`src/rtl/spi_regs_pkg.sv`:
```
// Shared constants for the SPI configuration register file:
// register addresses, frame size, reset value and FSM state encoding.
package spi_regs_pkg;

  localparam logic [6:0] ADDR_EN_OUT_LO = 7'h00;
  localparam logic [6:0] ADDR_EN_OUT_HI = 7'h01;
  localparam logic [6:0] ADDR_EN_PWM_LO = 7'h02;
  localparam logic [6:0] ADDR_EN_PWM_HI = 7'h03;
  localparam logic [6:0] ADDR_DUTY      = 7'h04;

  localparam int         FRAME_BITS = 16;
  localparam logic [7:0] REG_RST    = 8'h00;

  // state  | meaning
  // IDLE   | waiting for nCS low, bit count held at zero
  // SHIFT  | frame in progress, sampling COPI on SCLK rises
  // COMMIT | one cycle: decode the frame and write / flag an error
  typedef enum logic [1:0] {
    IDLE   = 2'd0,
    SHIFT  = 2'd1,
    COMMIT = 2'd2
  } state_t;

endpackage

```
`src/rtl/spi_cfg_regfile_if.sv`:
```
// Pin-side SPI signals plus the register outputs feeding pwm_peripheral.
interface spi_cfg_regfile_if;

  logic       sclk;
  logic       copi;
  logic       ncs;
  logic [7:0] en_reg_out_7_0;
  logic [7:0] en_reg_out_15_8;
  logic [7:0] en_reg_pwm_7_0;
  logic [7:0] en_reg_pwm_15_8;
  logic [7:0] pwm_duty_cycle;
  logic       wr_stb;
  logic       frame_err;

  modport slave (
    input  sclk, copi, ncs,
    output en_reg_out_7_0, en_reg_out_15_8, en_reg_pwm_7_0, en_reg_pwm_15_8,
           pwm_duty_cycle, wr_stb, frame_err
  );

  modport master (
    output sclk, copi, ncs,
    input  en_reg_out_7_0, en_reg_out_15_8, en_reg_pwm_7_0, en_reg_pwm_15_8,
           pwm_duty_cycle, wr_stb, frame_err
  );

endinterface

```
`src/rtl/sync_edge_detect.sv`:
```
// Multi-flop synchroniser for an asynchronous pin with rise/fall detection.
// RST_VAL lets idle-high pins (nCS) reset to their idle level so no false
// edge is seen when reset releases.
module sync_edge_detect #(
  parameter int   SYNC_STAGES = 2,
  parameter logic RST_VAL     = 1'b0
) (
  input  logic clk,
  input  logic rst,
  input  logic i_d,
  output logic o_level,
  output logic o_rise,
  output logic o_fall
);

  logic [SYNC_STAGES-1:0] r_sync;
  logic                   r_dly;

  // Synchroniser chain plus one delayed copy of the last stage for edge detection
  always_ff @(posedge clk) begin
    if (rst) begin
      r_sync <= {SYNC_STAGES{RST_VAL}};
      r_dly  <= RST_VAL;
    end else begin
      r_sync <= {r_sync[SYNC_STAGES-2:0], i_d};
      r_dly  <= r_sync[SYNC_STAGES-1];
    end
  end

  assign o_level = r_sync[SYNC_STAGES-1];
  assign o_rise  = r_sync[SYNC_STAGES-1] & ~r_dly;
  assign o_fall  = ~r_sync[SYNC_STAGES-1] & r_dly;

endmodule

```
`src/rtl/spi_cfg_regfile.sv`:
```
// Write-only SPI mode-0 slave loading the five pwm_peripheral control
// registers. Frame = R/W bit, 7-bit address, 8-bit data, MSB first; the
// write is committed when nCS rises.
module spi_cfg_regfile #(
  parameter int SYNC_STAGES = 2,
  parameter int FRAME_BITS  = spi_regs_pkg::FRAME_BITS,
  parameter int MAX_ADDR    = 4
) (
  input logic            clk,
  input logic            rst,
  spi_cfg_regfile_if.slave bus
);

  import spi_regs_pkg::*;

  localparam int              CNT_W    = $clog2(FRAME_BITS + 2);
  localparam logic [CNT_W-1:0] CNT_FULL = CNT_W'(FRAME_BITS);
  localparam logic [CNT_W-1:0] CNT_SAT  = CNT_W'(FRAME_BITS + 1);

  logic w_sclk_lvl, w_sclk_rise, w_sclk_fall;
  logic w_copi_lvl, w_copi_rise, w_copi_fall;
  logic w_ncs_lvl,  w_ncs_rise,  w_ncs_fall;
  logic w_unused_edges;

  state_t                r_state, w_state_nxt;
  logic [FRAME_BITS-1:0] r_shift;
  logic [CNT_W-1:0]      r_cnt;

  logic       w_rw;
  logic [6:0] w_addr;
  logic [7:0] w_data;
  logic       w_wr_en;
  logic       w_err;

  logic [7:0] r_en_out_lo, r_en_out_hi, r_en_pwm_lo, r_en_pwm_hi, r_duty;
  logic       r_wr_stb, r_frame_err;

  sync_edge_detect #(.SYNC_STAGES(SYNC_STAGES), .RST_VAL(1'b0)) u_sync_sclk (
    .clk(clk), .rst(rst), .i_d(bus.sclk),
    .o_level(w_sclk_lvl), .o_rise(w_sclk_rise), .o_fall(w_sclk_fall)
  );

  sync_edge_detect #(.SYNC_STAGES(SYNC_STAGES), .RST_VAL(1'b0)) u_sync_copi (
    .clk(clk), .rst(rst), .i_d(bus.copi),
    .o_level(w_copi_lvl), .o_rise(w_copi_rise), .o_fall(w_copi_fall)
  );

  sync_edge_detect #(.SYNC_STAGES(SYNC_STAGES), .RST_VAL(1'b1)) u_sync_ncs (
    .clk(clk), .rst(rst), .i_d(bus.ncs),
    .o_level(w_ncs_lvl), .o_rise(w_ncs_rise), .o_fall(w_ncs_fall)
  );

  // Edge outputs this block has no use for
  assign w_unused_edges = w_sclk_lvl ^ w_sclk_fall ^ w_copi_rise ^ w_copi_fall ^ w_ncs_fall;

  // FSM state register
  always_ff @(posedge clk) begin
    if (rst) r_state <= IDLE;
    else     r_state <= w_state_nxt;
  end

  // FSM next-state logic; nCS is level-tested in IDLE so a fall during COMMIT is not missed
  always_comb begin
    w_state_nxt = r_state;
    case (r_state)
      IDLE:    if (!w_ncs_lvl) w_state_nxt = SHIFT;
      SHIFT:   if (w_ncs_rise) w_state_nxt = COMMIT;
      COMMIT:  w_state_nxt = IDLE;
      default: w_state_nxt = IDLE;
    endcase
  end

  // Shift register and saturating bit counter; a SCLK rise coinciding with nCS rise is dropped
  always_ff @(posedge clk) begin
    if (rst) begin
      r_shift <= '0;
      r_cnt   <= '0;
    end else begin
      case (r_state)
        IDLE: begin
          r_shift <= '0;
          r_cnt   <= '0;
        end
        SHIFT: begin
          if (w_sclk_rise && !w_ncs_lvl) begin
            r_shift <= {r_shift[FRAME_BITS-2:0], w_copi_lvl};
            if (r_cnt != CNT_SAT) r_cnt <= r_cnt + 1'b1;
          end
        end
        default: ;
      endcase
    end
  end

  assign w_rw    = r_shift[FRAME_BITS-1];
  assign w_addr  = r_shift[FRAME_BITS-2 -: 7];
  assign w_data  = r_shift[7:0];
  assign w_wr_en = (r_state == COMMIT) && (r_cnt == CNT_FULL) && w_rw &&
                   (w_addr <= 7'(MAX_ADDR));
  assign w_err   = (r_state == COMMIT) && (r_cnt != CNT_FULL);

  // Register bank and status pulses, updated on the edge that ends COMMIT
  always_ff @(posedge clk) begin
    if (rst) begin
      r_en_out_lo <= REG_RST;
      r_en_out_hi <= REG_RST;
      r_en_pwm_lo <= REG_RST;
      r_en_pwm_hi <= REG_RST;
      r_duty      <= REG_RST;
      r_wr_stb    <= 1'b0;
      r_frame_err <= 1'b0;
    end else begin
      r_wr_stb    <= w_wr_en;
      r_frame_err <= w_err;
      if (w_wr_en) begin
        case (w_addr)
          ADDR_EN_OUT_LO: r_en_out_lo <= w_data;
          ADDR_EN_OUT_HI: r_en_out_hi <= w_data;
          ADDR_EN_PWM_LO: r_en_pwm_lo <= w_data;
          ADDR_EN_PWM_HI: r_en_pwm_hi <= w_data;
          ADDR_DUTY:      r_duty      <= w_data;
          default: ;
        endcase
      end
    end
  end

  assign bus.en_reg_out_7_0  = r_en_out_lo;
  assign bus.en_reg_out_15_8 = r_en_out_hi;
  assign bus.en_reg_pwm_7_0  = r_en_pwm_lo;
  assign bus.en_reg_pwm_15_8 = r_en_pwm_hi;
  assign bus.pwm_duty_cycle  = r_duty;
  assign bus.wr_stb          = r_wr_stb;
  assign bus.frame_err       = r_frame_err;

endmodule

```
`src/flat_wrapper.sv`:
```
// flat-port wrapper written by rule: the top's interface ports become plain ports
module spi_cfg_regfile_flat import spi_regs_pkg::*;
#(
  parameter int SYNC_STAGES = 2,
  parameter int FRAME_BITS  = spi_regs_pkg::FRAME_BITS,
  parameter int MAX_ADDR    = 4
)
  (clk, rst, bus_sclk, bus_copi, bus_ncs, bus_en_reg_out_7_0, bus_en_reg_out_15_8, bus_en_reg_pwm_7_0, bus_en_reg_pwm_15_8, bus_pwm_duty_cycle, bus_wr_stb, bus_frame_err);
  spi_cfg_regfile_if bus_i ();
  input logic clk;
  input logic rst;
  input wire logic [$bits(bus_i.sclk)-1:0] bus_sclk;
  input wire logic [$bits(bus_i.copi)-1:0] bus_copi;
  input wire logic [$bits(bus_i.ncs)-1:0] bus_ncs;
  output wire logic [$bits(bus_i.en_reg_out_7_0)-1:0] bus_en_reg_out_7_0;
  output wire logic [$bits(bus_i.en_reg_out_15_8)-1:0] bus_en_reg_out_15_8;
  output wire logic [$bits(bus_i.en_reg_pwm_7_0)-1:0] bus_en_reg_pwm_7_0;
  output wire logic [$bits(bus_i.en_reg_pwm_15_8)-1:0] bus_en_reg_pwm_15_8;
  output wire logic [$bits(bus_i.pwm_duty_cycle)-1:0] bus_pwm_duty_cycle;
  output wire logic [$bits(bus_i.wr_stb)-1:0] bus_wr_stb;
  output wire logic [$bits(bus_i.frame_err)-1:0] bus_frame_err;
  assign bus_i.sclk = bus_sclk;
  assign bus_i.copi = bus_copi;
  assign bus_i.ncs = bus_ncs;
  assign bus_en_reg_out_7_0 = bus_i.en_reg_out_7_0;
  assign bus_en_reg_out_15_8 = bus_i.en_reg_out_15_8;
  assign bus_en_reg_pwm_7_0 = bus_i.en_reg_pwm_7_0;
  assign bus_en_reg_pwm_15_8 = bus_i.en_reg_pwm_15_8;
  assign bus_pwm_duty_cycle = bus_i.pwm_duty_cycle;
  assign bus_wr_stb = bus_i.wr_stb;
  assign bus_frame_err = bus_i.frame_err;
  spi_cfg_regfile #(.SYNC_STAGES(SYNC_STAGES), .FRAME_BITS(FRAME_BITS), .MAX_ADDR(MAX_ADDR)) u_core (.clk(clk), .rst(rst), .bus(bus_i));
endmodule
```
`config.mk`:
```
export PLATFORM = sky130hd
export DESIGN_NAME = spi_cfg_regfile_flat
export DESIGN_NICKNAME = d
export VERILOG_FILES = /design/src/rtl/spi_regs_pkg.sv /design/src/rtl/spi_cfg_regfile_if.sv /design/src/rtl/sync_edge_detect.sv /design/src/rtl/spi_cfg_regfile.sv /design/src/flat_wrapper.sv
export SDC_FILE = /design/constraint.sdc
export NUM_CORES = 1
export LEC_CHECK = 0
export CORE_ASPECT_RATIO = 2
export CORE_MARGIN = 8
export CORE_UTILIZATION = 40
export CTS_CLUSTER_DIAMETER = 200
export DETAILED_ROUTE_END_ITERATION = 16
export PLACE_DENSITY = 0.65
export SETUP_SLACK_MARGIN = 0.02
export SYNTH_ARGS = -nofsm -noshare
export SYNTH_HDL_FRONTEND = slang
export SYNTH_SLANG_ARGS = --single-unit
export TNS_END_PERCENT = 1
```
`constraint.sdc`:
```
create_clock -name clk -period 1.45 [get_ports clk]
set_input_delay 0.29 -clock clk [delete_from_list [all_inputs] [get_ports clk]]
set_output_delay 0.29 -clock clk [all_outputs]
set_load 0.02 [all_outputs]
```
=== Yosys cells after proc, flatten, opt, wreduce, memory -nomap -nowiden ===
Cells that the tools add are included.

* Flip-flop bits (word level): 73
* Output and inout port bits: 42

* Add/sub/neg operators: 1
* Magnitude comparators: 1
* Eq/ne operators: 13
* Muxes and demuxes: 8
* Bitwise operators: 4
* Reductions and logical operators: 17

{| class="wikitable"
|+ Operator list
! kind !! count
|-
| $pmux 16 s2 || 1
|-
| $mux 16 || 1
|-
| $eq 7x2->1 const B || 2
|-
| $reduce_and 2->1 || 7
|-
| $mux 5 || 2
|-
| $ne 5x5->1 const B || 2
|-
| $pmux 5 s2 || 1
|-
| $eq 7x1->1 const B || 1
|-
| $eq 7x3->1 const B || 1
|-
| $le 7x3->1 const B || 1
|-
| $logic_not 7->1 || 1
|-
| $add 5x1->5 const B || 1
|-
| $eq 5x5->1 const B || 1
|-
| $logic_and 1x1->1 || 5
|-
| $mux 2 || 2
|-
| $ne 2x1->1 const B || 2
|-
| $ne 2x2->1 const B || 2
|-
| $pmux 2 s2 || 1
|-
| $reduce_and 3->1 || 1
|-
| $and 1x1->1 || 2
|-
| $eq 2x1->1 const B || 1
|-
| $eq 2x2->1 const B || 1
|-
| $logic_not 2->1 || 1
|-
| $not 1->1 || 2
|-
| other kinds (2) || 2
|}

=== Depth between registers and ports, before layout ===
Gate-level depths: netlist of run 1.

* Depth after elaboration: 5
* Mapped depth: 7
* Depth with buffers taken out: 5

=== By module ===
Synthesis of run 1 repeated with hierarchy kept, for this count alone.

* Cells, all modules: 302
* Area, all modules: 3040.4 sq um

{| class="wikitable"
|+ Modules (own cells, without submodules)
! module !! times used !! cells an instance !! area an instance (sq um) !! seq. area each (sq um)
|-
| spi_cfg_regfile || 1 || 278 || 2765.2 || 1301.2
|-
| sync_edge_detect (u_core.u_sync_copi ...) || 2 || 8 || 91.3 || 60.1
|-
| sync_edge_detect (u_core.u_sync_ncs) || 1 || 8 || 92.6 || 60.1
|}

=== Worst setup path before layout of run 1 ===
Ideal clock, no wire load.

* Path kind: reg2reg
* Start: register u_core.r_cnt[1]
* End: register u_core.r_en_pwm_lo[1], in the netlist u_core.bus.en_reg_pwm_7_0[1]
* Data arrival time: 1.453 ns
* Required time: 1.378 ns
* Path slack: -0.075 ns
* Stages on the path, launching flop included: 8
* Buffers on the path: 2
* Cell sequence: dfxtp_1 > inv_1 > ha_1 > nor4bb_1 > buf_4 > and4_1 > buf_4 > mux2i_1

* Word-level cells in the longest chain between the ends: 5

{| class="wikitable"
|+ RTL lines
! item !! line !! text
|-
| from (decl) || spi_cfg_regfile.sv:27 || <nowiki>logic [CNT_W-1:0] r_cnt;</nowiki>
|-
| from (signal assigned) || spi_cfg_regfile.sv:87 || <nowiki>if (r_cnt != CNT_SAT) r_cnt <= r_cnt + 1'b1;</nowiki>
|-
| $eq 5x5->1 || spi_cfg_regfile.sv:98 || <nowiki>assign w_wr_en = (r_state == COMMIT) && (r_cnt == CNT_FULL) && w_rw &&</nowiki>
|-
| $logic_and 1x1->1 (3 in series) || spi_cfg_regfile.sv:98 ||
|-
| $reduce_and 2->1 (no line) || - ||
|-
| to (signal assigned) || spi_cfg_regfile.sv:119 || <nowiki>ADDR_EN_PWM_LO: r_en_pwm_lo <= w_data;</nowiki>
|-
| to (decl) || spi_cfg_regfile.sv:35 || <nowiki>logic [7:0] r_en_out_lo, r_en_out_hi, r_en_pwm_lo, r_en_pwm_hi, r_duty;</nowiki>
|}

No other way between the ends.
A chain may end at the register's enable or synchronous reset.

=== Final worst setup path of run 1 ===
* Start: register u_core.r_cnt[1]
* End: register u_core.r_duty[4], in the netlist u_core.bus.pwm_duty_cycle[4]

* Word-level cells in the longest chain between the ends: 5

{| class="wikitable"
|+ RTL lines
! item !! line !! text
|-
| $eq 5x5->1 || spi_cfg_regfile.sv:98 ||
|-
| $logic_and 1x1->1 (3 in series) || spi_cfg_regfile.sv:98 ||
|-
| $reduce_and 2->1 (no line) || - ||
|-
| to (signal assigned) || spi_cfg_regfile.sv:121 || <nowiki>ADDR_DUTY: r_duty <= w_data;</nowiki>
|-
| to (decl) || spi_cfg_regfile.sv:35 ||
|}

No other way between the ends.

==> results of run 1 <==
-- cells by family (layout without fill, tap and decap cells) --
logic type               Yosys count  after routing  share of synthesized area [%]
AO/OA/AOI/OAI                     27             27                           7.21
multiplexers                      42             42                           14.6
adder cells (fa/ha/maj)            3              3                           1.30
flip-flops                        73             73                           50.7
buffers and inverters             13             99                           2.08
AND/OR/NAND/NOR                   93             93                           24.1
-- per-layer routing --
layer	global-route usage (%)	wire length [um]	vias up
met1	15.9	3010	1022
li1	-	-	1058
met3	5.83	423	10
met5	0	0	-
met4	6.59	133	0
met2	19.6	2950	46
-- power breakdown --
part           internal, W  switching [W]  total [W]
Combinational    0.0000651      0.0000454   0.000110
Sequential         0.00202     0.00000672    0.00203
Clock              0.00137       0.000771    0.00214
-- per-stage QoR --
| stage | TNS, ps | cell area (sq um) | hold WS (ps) | power [W] |
|---|---|---|---|---|
| 2_1_floorplan | -229 | 2890 | 389 | 0.00213 |
| 3_3_place_gp | -8410 | 3710 | 399 | 0.00217 |
| 3_5_place_dp | -10740 | 3710 | 393 | 0.00217 |
| 4_1_cts | -4580 | 3970 | 408 | 0.00434 |
| 5_1_grt | -6070 | 4000 | 420 | 0.00445 |
| 6_report | -2870 | 4000 | 406 | 0.00428 |
-- cell usage in the layout (no fill, tap or decap), drive strengths merged, types with 6 or more instances in the layout --
cell,count
dfxtp,73
nand2b,52
mux2i,42
dlygate4sd2,42
buf,35
clkbuf,13
a22o,7
o22ai,7
nand4,7
nor2b,6
nor4b,6
-- area by class of cell --
class | instances | area, sq um | share of cell area (%)
Tap cell | 92 | 115 | 2.88
Multi-Input combinational cell | 165 | 1410 | 35.3
Inverter | 2 | 7.51 | 0.188
Clock inverter | 3 | 40.0 | 1.00
Timing Repair Buffer | 81 | 708 | 17.7
Clock buffer | 13 | 250 | 6.26
Sequential cell | 73 | 1470 | 36.7
-- final timing paths --
path                            slack, ps                                   endpoint                                   start  depth (start not counted)
worst max register to register       -120  u_core.bus.pwm_duty_cycle[4]$_SDFFE_PP0P_            u_core.r_cnt[1]$_SDFFE_PP0P_                          7
worst min-delay path                  410     u_core.u_sync_ncs.r_sync[1]$_SDFF_PP1_  u_core.u_sync_ncs.r_sync[0]$_SDFF_PP1_                          1
worst min register to register        410     u_core.u_sync_ncs.r_sync[1]$_SDFF_PP1_  u_core.u_sync_ncs.r_sync[0]$_SDFF_PP1_                          1
worst max-delay path                 -120  u_core.bus.pwm_duty_cycle[4]$_SDFFE_PP0P_            u_core.r_cnt[1]$_SDFFE_PP0P_                          7
-- state kept, by name (all words and copies together), names as in the netlist --
register,count
u_core.u_sync_sclk.r_sync,2
u_core.u_sync_sclk.r_dly,1
u_core.u_sync_ncs.r_sync,2
u_core.u_sync_copi.r_sync,2
u_core.bus.en_reg_out_15_8,8
u_core.bus.pwm_duty_cycle,8
u_core.r_cnt,5
u_core.r_state,2
u_core.bus.wr_stb,1
u_core.u_sync_ncs.r_dly,1
u_core.bus.frame_err,1
u_core.r_shift,16
u_core.bus.en_reg_out_7_0,8
u_core.bus.en_reg_pwm_7_0,8
u_core.bus.en_reg_pwm_15_8,8
-- repair_timing --
| action | CTS | global route |
|---|---|---|
| resized for setup | 46 | 7 |
| pin swaps | 3 | 3 |
| endpoints found under the setup margin | 90 | 47 |
| gates cloned | 0 | 0 |
| setup buffers | 0 | 0 |
| hold buffers | 0 | 0 |
==> flow_results.org, run 1 <==
** Clock network
- The clock reaches the later pin of the worst-skew pair after 330 ps.
- Clock transition at the registers of the reported paths :: 50 ps
- Counting the buffers created by CTS gives 9.
- TritonCTS built the clock tree.
- TritonCTS sink count :: 73
- H-Tree Level Count :: 3
- Maximum buffer depth of the clock tree :: 2
- Clk root buf :: sky130_fd_sc_hd__clkbuf_16

** Global route
- Global routing used 13.2% of the available tracks across all layers.
- The first global-routing pass estimated 10,900 um of wire.
- The number of antenna violations at the first check in global routing was 0.
- Vias in the first global route :: 2,127
- Maximum number of pins on one net before global-route repair :: 19
- After global routing the overflow that remains totals 0.

** Drt
- The first detailed-routing pass ran for 4 iterations.
- Remaining design rule violation count :: 0
- DRT antenna net count :: 0
- The routed layout has 2,136 vias.
- DR WL/cell :: 15.2 um
- For this block, the initial DRC count from the detailed router was 120.
- Detailed Route WL :: 6520 um
- Post-DR vias/cell :: 4.98

** Synth
- In the synthesized netlist the dominant register cell turns out to be sky130_fd_sc_hd__dfxtp_1.
- Number of standard cells after synthesis :: 251
- Post-Syn Area :: 0.00288 sq mm
- Leading cell types by total area after synthesis :: sky130_fd_sc_hd__dfxtp_1, sky130_fd_sc_hd__mux2i_1, sky130_fd_sc_hd__nand2b_1
- Area fraction of the dominant cell type after synthesis :: 50.7%
- Post-Syn Nets :: 259
- After synthesis the netlist holds a flip-flop and latch count of 73.
- During synthesis, Yosys emitted a total of 0 warnings.
- Yosys mapped the design onto 38 distinct sky130hd cell types.
- Seq/Total Area, Yosys :: 50.7%
- Dominant cell by count in the synthesized netlist :: sky130_fd_sc_hd__dfxtp_1
- Each instance of the synthesized netlist takes up on average 11.5 sq um.
- Yosys mapped a number of flops with a built-in enable equal to 0.
- Cell taking the most area after synthesis :: sky130_fd_sc_hd__dfxtp_1
- Fraction of registers with async set/reset :: 0%
- The commonest cells after synthesis are sky130_fd_sc_hd__dfxtp_1, sky130_fd_sc_hd__nand2b_1, sky130_fd_sc_hd__mux2i_1.

** STA
- Worst slew margin :: 77.8%
- Setup violations remaining at the end of the flow were counted as 40.
- The number of failing hold endpoints at the final stage came to 0.
- Peak Freq :: 635 MHz
- For the pin with the worst max-slew slack, the measured transition is 328 ps.
- Total count of max-transition violations in the final report :: 0
- Final critical-path share of the clock period :: 109%
- Setup slack on the critical path of the routed design comes to -125 ps.
- The worst path in the final design needs a cycle of 1570 ps, including I/O delays and setup.
- Between clock sinks in the finished design, the worst skew comes to 4.11 ps.
- Setup repair after global routing could not meet its margin everywhere.

** Cells and area
- Ant. Diodes :: 0
- The count of cells in the finished layout, fillers not included, comes to 429.
- The layout has 642 filler cells.
- Final net count :: 340
- For this run, the share of the core covered by cells in the final layout is 56.3%.
- In the final layout, the share of cells above drive strength 1 is 22.3%.
- Layout overhead on the synthesized area :: 38.7%

** Setup path
- Largest delay contributor family on the critical path :: simple AND/OR/NAND/NOR gates
- Slowest stage delay, CP :: 320 ps
- Walking the worst path, the cells encountered are inv_2, ha_4, nor4bb_4, buf_4, buf_12, nand4_4, mux2i_1.
- Type of destination of the critical path :: register
- The worst setup path is launched from a register.
- The critical path is of the register to register type.
- Count of buffering cells on the critical path with inverters included :: 3
- Cell with the biggest individual delay on the critical path :: sky130_fd_sc_hd__dfxtp_2
- Endpoint arrival time on the critical path :: 1780 ps
- Critical path fanouts, max :: 8
- For the worst setup path, the data required time is 1660 ps.

** Power
- Cell Pwr Density :: 1070 mW/mm^2
- In this run the static leakage power is 1.83 nW.
- Worst VDD drop :: 0.934 mV

** Floorplanning
- The initial utilization of the core area, before any placement, comes to 40.6%.
- The die covers 0.0103 sq mm.
- The floorplan step set the die height to 136 um.
- From left edge to right edge, the die measures 76.0 um.
- Core outline area :: 0.00710 sq mm
- Count of pins on the block boundary :: 47
- In this run the core area contains 44 standard-cell rows.

** Placed design
- Before CTS, the worst setup slack after placement is -250 ps.
- Placed insts :: 413
- Detailed placement finished with a half-perimeter wire length of 4640 um.
- Count of input and output buffers :: 46
- At the end of routability-driven placement, the weighted congestion stood at 0.754.

** Status
- The final reports fail on setup timing.
- The run finished, with violations left.

** Job
- Max-cap violations in this run came to 0.

** Hold path
- Worst min-delay path class :: register to register
Power figures use the tool's default switching activity.
==> run 2: changes to the inputs <==
ABC_AREA = 1   (was default)
PLACE_DENSITY = default   (was 0.65)
==> run 2 against run 1 <==
  * The run now ends clean
  * Cell count grew 34%
  * Largest power group unchanged
  * Register-to-register slack gained 210 ps
  * First-iteration DRC count up 70%
  * Utilization shrank 0.17 points
==> flow_results.org, run 2 <==
** Global route
- Total congestion overflow :: 0 (unchanged)
- Wire length of the first global-routing pass :: 11,400 um (+4.3%)
- The number of global-route vias before repair came to 2,380 (+12%).
- All-layer global routing usage :: 12.9% (-0.31 points)
- The maximum number of pins on one net before global-route repair came to 45 (+26).
- The number of antenna violations at the first check in global routing was 0 (unchanged).

** Floorplanning
- The area of the core came to 0.00749 sq mm (+5.4%).
- The initial standard-cell utilization of the core came to 40.8% (+0.23 points).
- The count of standard-cell rows is 45 (+2.3%).
- The floorplan die area was 0.0109 sq mm (+5.0%).
- The horizontal die dimension came to 77.8 um (+2.3%).
- Die height :: 140 um (+2.6%)
- The I/O pin count was 47 (unchanged).

** Clock network
- Clock latency reported for the late side of the worst-skew pair :: 340 ps (about the same)
- Num CTS Buffers :: 9 (unchanged)
- The tree is rooted in a sky130_fd_sc_hd__clkbuf_16.
- The number of H-tree branching levels was 3 (unchanged).
- The clock tree buffer depth was 2 (unchanged).
- The TritonCTS sink count was 73 (unchanged).
- TritonCTS built the clock tree.
- The clock-pin transition on the worst setup and hold timing paths was 60 ps (about the same).

** STA
- The worst slew margin relative to its limit was 76.7% (-1.1 points).
- Final critical-path setup slack :: 86.0 ps (+211 ps)
- The transition at the pin with the smallest max-transition slack came to 348 ps (+20.0 ps).
- Setup repair after global routing could not meet its margin everywhere.
- The final worst hold slack was 404 ps (-2.60 ps).
- The number of failing hold endpoints at the final stage came to 0 (unchanged).
- Layout Skew :: 3.47 ps (-0.639 ps)
- # setup viols final :: 0 (-100%)
- The shortest period the worst path allows came to 1360 ps (-211 ps).
- The final max-slew violation count came to 0 (unchanged).
- Fin Setup TNS :: 0 ps (+2870 ps)
- The maximum clock frequency is 733 MHz (+15%).
- The final clock period utilization by the worst path is 94.1% (-15 points).

** Setup path
- FF-to-FF Start :: u_core.r_shift[10]$_SDFFE_PP0P_
- The worst stage delay on the critical path is 330 ps (about the same).
- Worst R2R Setup Slack :: 90 ps (+210 ps)
- Startpoint Class :: register
- Crit Path Category :: register to register
- Walking the worst path, the cells encountered are inv_2, nor2_2, nand2_2, nand2_4, nand3_4, nor2_4, nor2_1, nor2_1.
- Critical path fanouts, max :: 8 (unchanged)
- Among all stages on the critical path, the largest delay is contributed by sky130_fd_sc_hd__dfxtp_2.
- In this run the critical register-to-register path is captured at u_core.bus.en_reg_pwm_15_8[2]$_SDFFE_PP0P_.
- The data required time of the critical path was 1720 ps (+60 ps).
- Type of destination of the critical path :: register
- The arrival time of the worst setup path was 1640 ps (-140 ps).
- Among the stages of the critical path, the cell type that occurs most often is sky130_fd_sc_hd__nor2_1.
- Worst-case reg-to-reg path depth :: 8 (+1)

** Synth
- The most used flip-flop cell after synthesis is sky130_fd_sc_hd__dfxtp_1.
- The area share of the largest cell type after synthesis is 47.8% (-2.9 points).
- Dominant cell by count in the synthesized netlist :: sky130_fd_sc_hd__nor2_1
- Cell taking the most area after synthesis :: sky130_fd_sc_hd__dfxtp_1
- The synthesized area per cell is 7.46 sq um (-35%).
- The proportion of register bits with asynchronous set or reset after synthesis came to 0% (unchanged).
- Synth cell count leaders :: sky130_fd_sc_hd__nor2_1, sky130_fd_sc_hd__nand2_1, sky130_fd_sc_hd__dfxtp_1
- Seq/Total Area, Yosys :: 47.8% (-2.9 points)
- Count of different cell masters after synthesis :: 24 (-37%)
- The synthesized net count was 418 (+61%).
- Post-synthesis sequential element count :: 73 (unchanged)
- Synth warnings :: 0 (unchanged)
- After synthesis, the cell types taking the most area are sky130_fd_sc_hd__dfxtp_1, sky130_fd_sc_hd__nor2_1, sky130_fd_sc_hd__nand2_1.
- Post-Syn Area :: 0.00306 sq mm (+6.0%)
- Number of synthesized flops with an enable pin :: 0 (unchanged)
- Number of standard cells after synthesis :: 410 (+63%)

** Cells and area
- Final net count :: 485 (+43%)
- The count of antenna diodes in the layout was 0 (unchanged).
- Most common cell after layout, fill and taps aside :: sky130_fd_sc_hd__nor2_1
- Layout overhead on the synthesized area :: 37.5%
- The fraction of final layout cells sized beyond drive strength 1 came to 18.7% (-3.6 points).
- Post-route cell area :: 0.00420 sq mm (+5.1%)
- The top cell types in the final layout, fill and taps aside, are sky130_fd_sc_hd__nor2_1, sky130_fd_sc_hd__nand2_1, sky130_fd_sc_hd__dfxtp_1.
- The number of flip-flops in the largest register is 16 (unchanged).
- Counting flops per register, the top entry is u_core.r_shift.

** Drt
- DR WL/cell :: 12.3 um (-19%)
- First-iteration detailed-routing DRC count :: 204 (+70%)
- Post-DR vias/cell :: 4.77 (-4.1%)
- The number of optimization iterations in the first detailed-route pass was 5 (+1).
- Vias after detailed routing :: 2,750 (+29%)
- Detailed Route WL :: 7060 um (+8.3%)
- DRT antenna net count :: 0 (unchanged)
- Remaining design rule violation count :: 0 (unchanged)

** Hold path
- Worst min-delay path class :: register to register
- For hold timing, the worst endpoint is u_core.u_sync_sclk.r_sync[1]$_SDFF_PP0_.
- Worst hold start :: u_core.u_sync_sclk.r_sync[0]$_SDFF_PP0_
- Cell depth of the worst hold path :: 2 (+1)

** Power
- The largest voltage drop on the vdd net is 0.886 mV (-5.1%).
- Standby leakage power :: 1.80 nW (-1.6%)
- The ratio of total power to cell area is 1070 mW/mm^2 (about the same).
- Total design power :: 0.00450 W (+5.2%)

** Placed design
- The detailed-placement wirelength estimate is 4810 um (+3.5%).
- Count of input and output buffers :: 46 (unchanged)
- Placed standard-cell area :: 0.00377 sq mm (+1.4%)
- Routability cong. :: 0.757 (+0.29%)
- Pre-CTS setup slack :: -7.47 ps (+243 ps)

** Job
- The number of maximum-capacitance constraint violations is 0 (unchanged).

** Status
- Status :: complete, no violations
run 2: worst max path at each step:
stage | endpoint | cells after the start | from | slack, ps
floorplan | u_core.r_shift[8]$_SDFFE_PP0P_ | 8 | u_core.r_state[0]$_SDFFE_PP0P_ | 120
global placement | u_core.bus.frame_err$_SDFF_PP0_ | 5 | rst | -1
detailed placement | u_core.bus.pwm_duty_cycle[5]$_SDFFE_PP0P_ | 5 | rst | -7
CTS | u_core.bus.en_reg_out_7_0[0]$_SDFFE_PP0P_ | 8 | u_core.r_cnt[1]$_SDFFE_PP0P_ | 30
global route | u_core.bus.en_reg_pwm_15_8[0]$_SDFFE_PP0P_ | 8 | u_core.r_shift[10]$_SDFFE_PP0P_ | -10
finish | u_core.bus.en_reg_pwm_15_8[2]$_SDFFE_PP0P_ | 8 | u_core.r_shift[10]$_SDFFE_PP0P_ | 90
run 2: through the flow:
stage	std cells	utilization, %
5_1_grt	576	56.1
3_5_place_dp	555	50.3
3_3_place_gp	555	50.3
2_1_floorplan	410	-
4_1_cts	571	54.0
6_report	576	56.1
run 2: area by class of cell:
| class | count | area [sq um] |
|---|---|---|
| inverters | 37 | 139 |
| multi-input cells | 283 | 1470 |
| well taps | 94 | 118 |
| flip-flops and latches | 73 | 1470 |
| clock buffers | 9 | 225 |
| repair buffers | 73 | 691 |
| clock inverters | 7 | 93.8 |
| fillers | 761 | 3290 |
run 2: worst max-delay path, delay by kind of cell, from the launching register on:
family	cells	cell delay, ps
simple gates	7	920
flops	1	330
buf+inv	1	50
run 2: kinds of logic after synthesis:
| logic type | after synthesis | synth area share (%) |
|---|---|---|
| buf+inv | 54 | 7.74 |
| flops | 73 | 47.8 |
| fa+ha+maj | 3 | 1.23 |
| xor+xnor | 3 | 0.860 |
| compound gates | 21 | 3.44 |
| simple gates | 256 | 38.9 |
run 2: report_power, final:
| part | switching (W) | leakage [nW] | total, W | internal [W] |
|---|---|---|---|---|
| combinational | 0.0000747 | 1.05 | 0.000122 | 0.0000477 |
| clock | 0.000853 | 0.152 | 0.00236 | 0.00150 |
| sequential | 0.00000612 | 0.592 | 0.00202 | 0.00202 |
| total | 0.000934 | 1.80 | 0.00450 | 0.00357 |
run 2: metal layers:
| layer | routed length, um | track usage, % | up-vias |
|---|---|---|---|
| met5 | 0 | 0 | - |
| met4 | 161 | 6.41 | 0 |
| met3 | 510 | 5.16 | 13 |
| met2 | 3270 | 18.5 | 64 |
| met1 | 3120 | 16.2 | 1226 |
| li1 | - | - | 1447 |
run 2: what timing repair did:
action / CTS / global route
hold buffers: 0 / 0
pin swaps: 0 / 30
buffers inserted: 0 / 4
setup endpoints to repair: 81 / 51
gates resized for setup: 45 / 32
gates cloned: 0 / 1
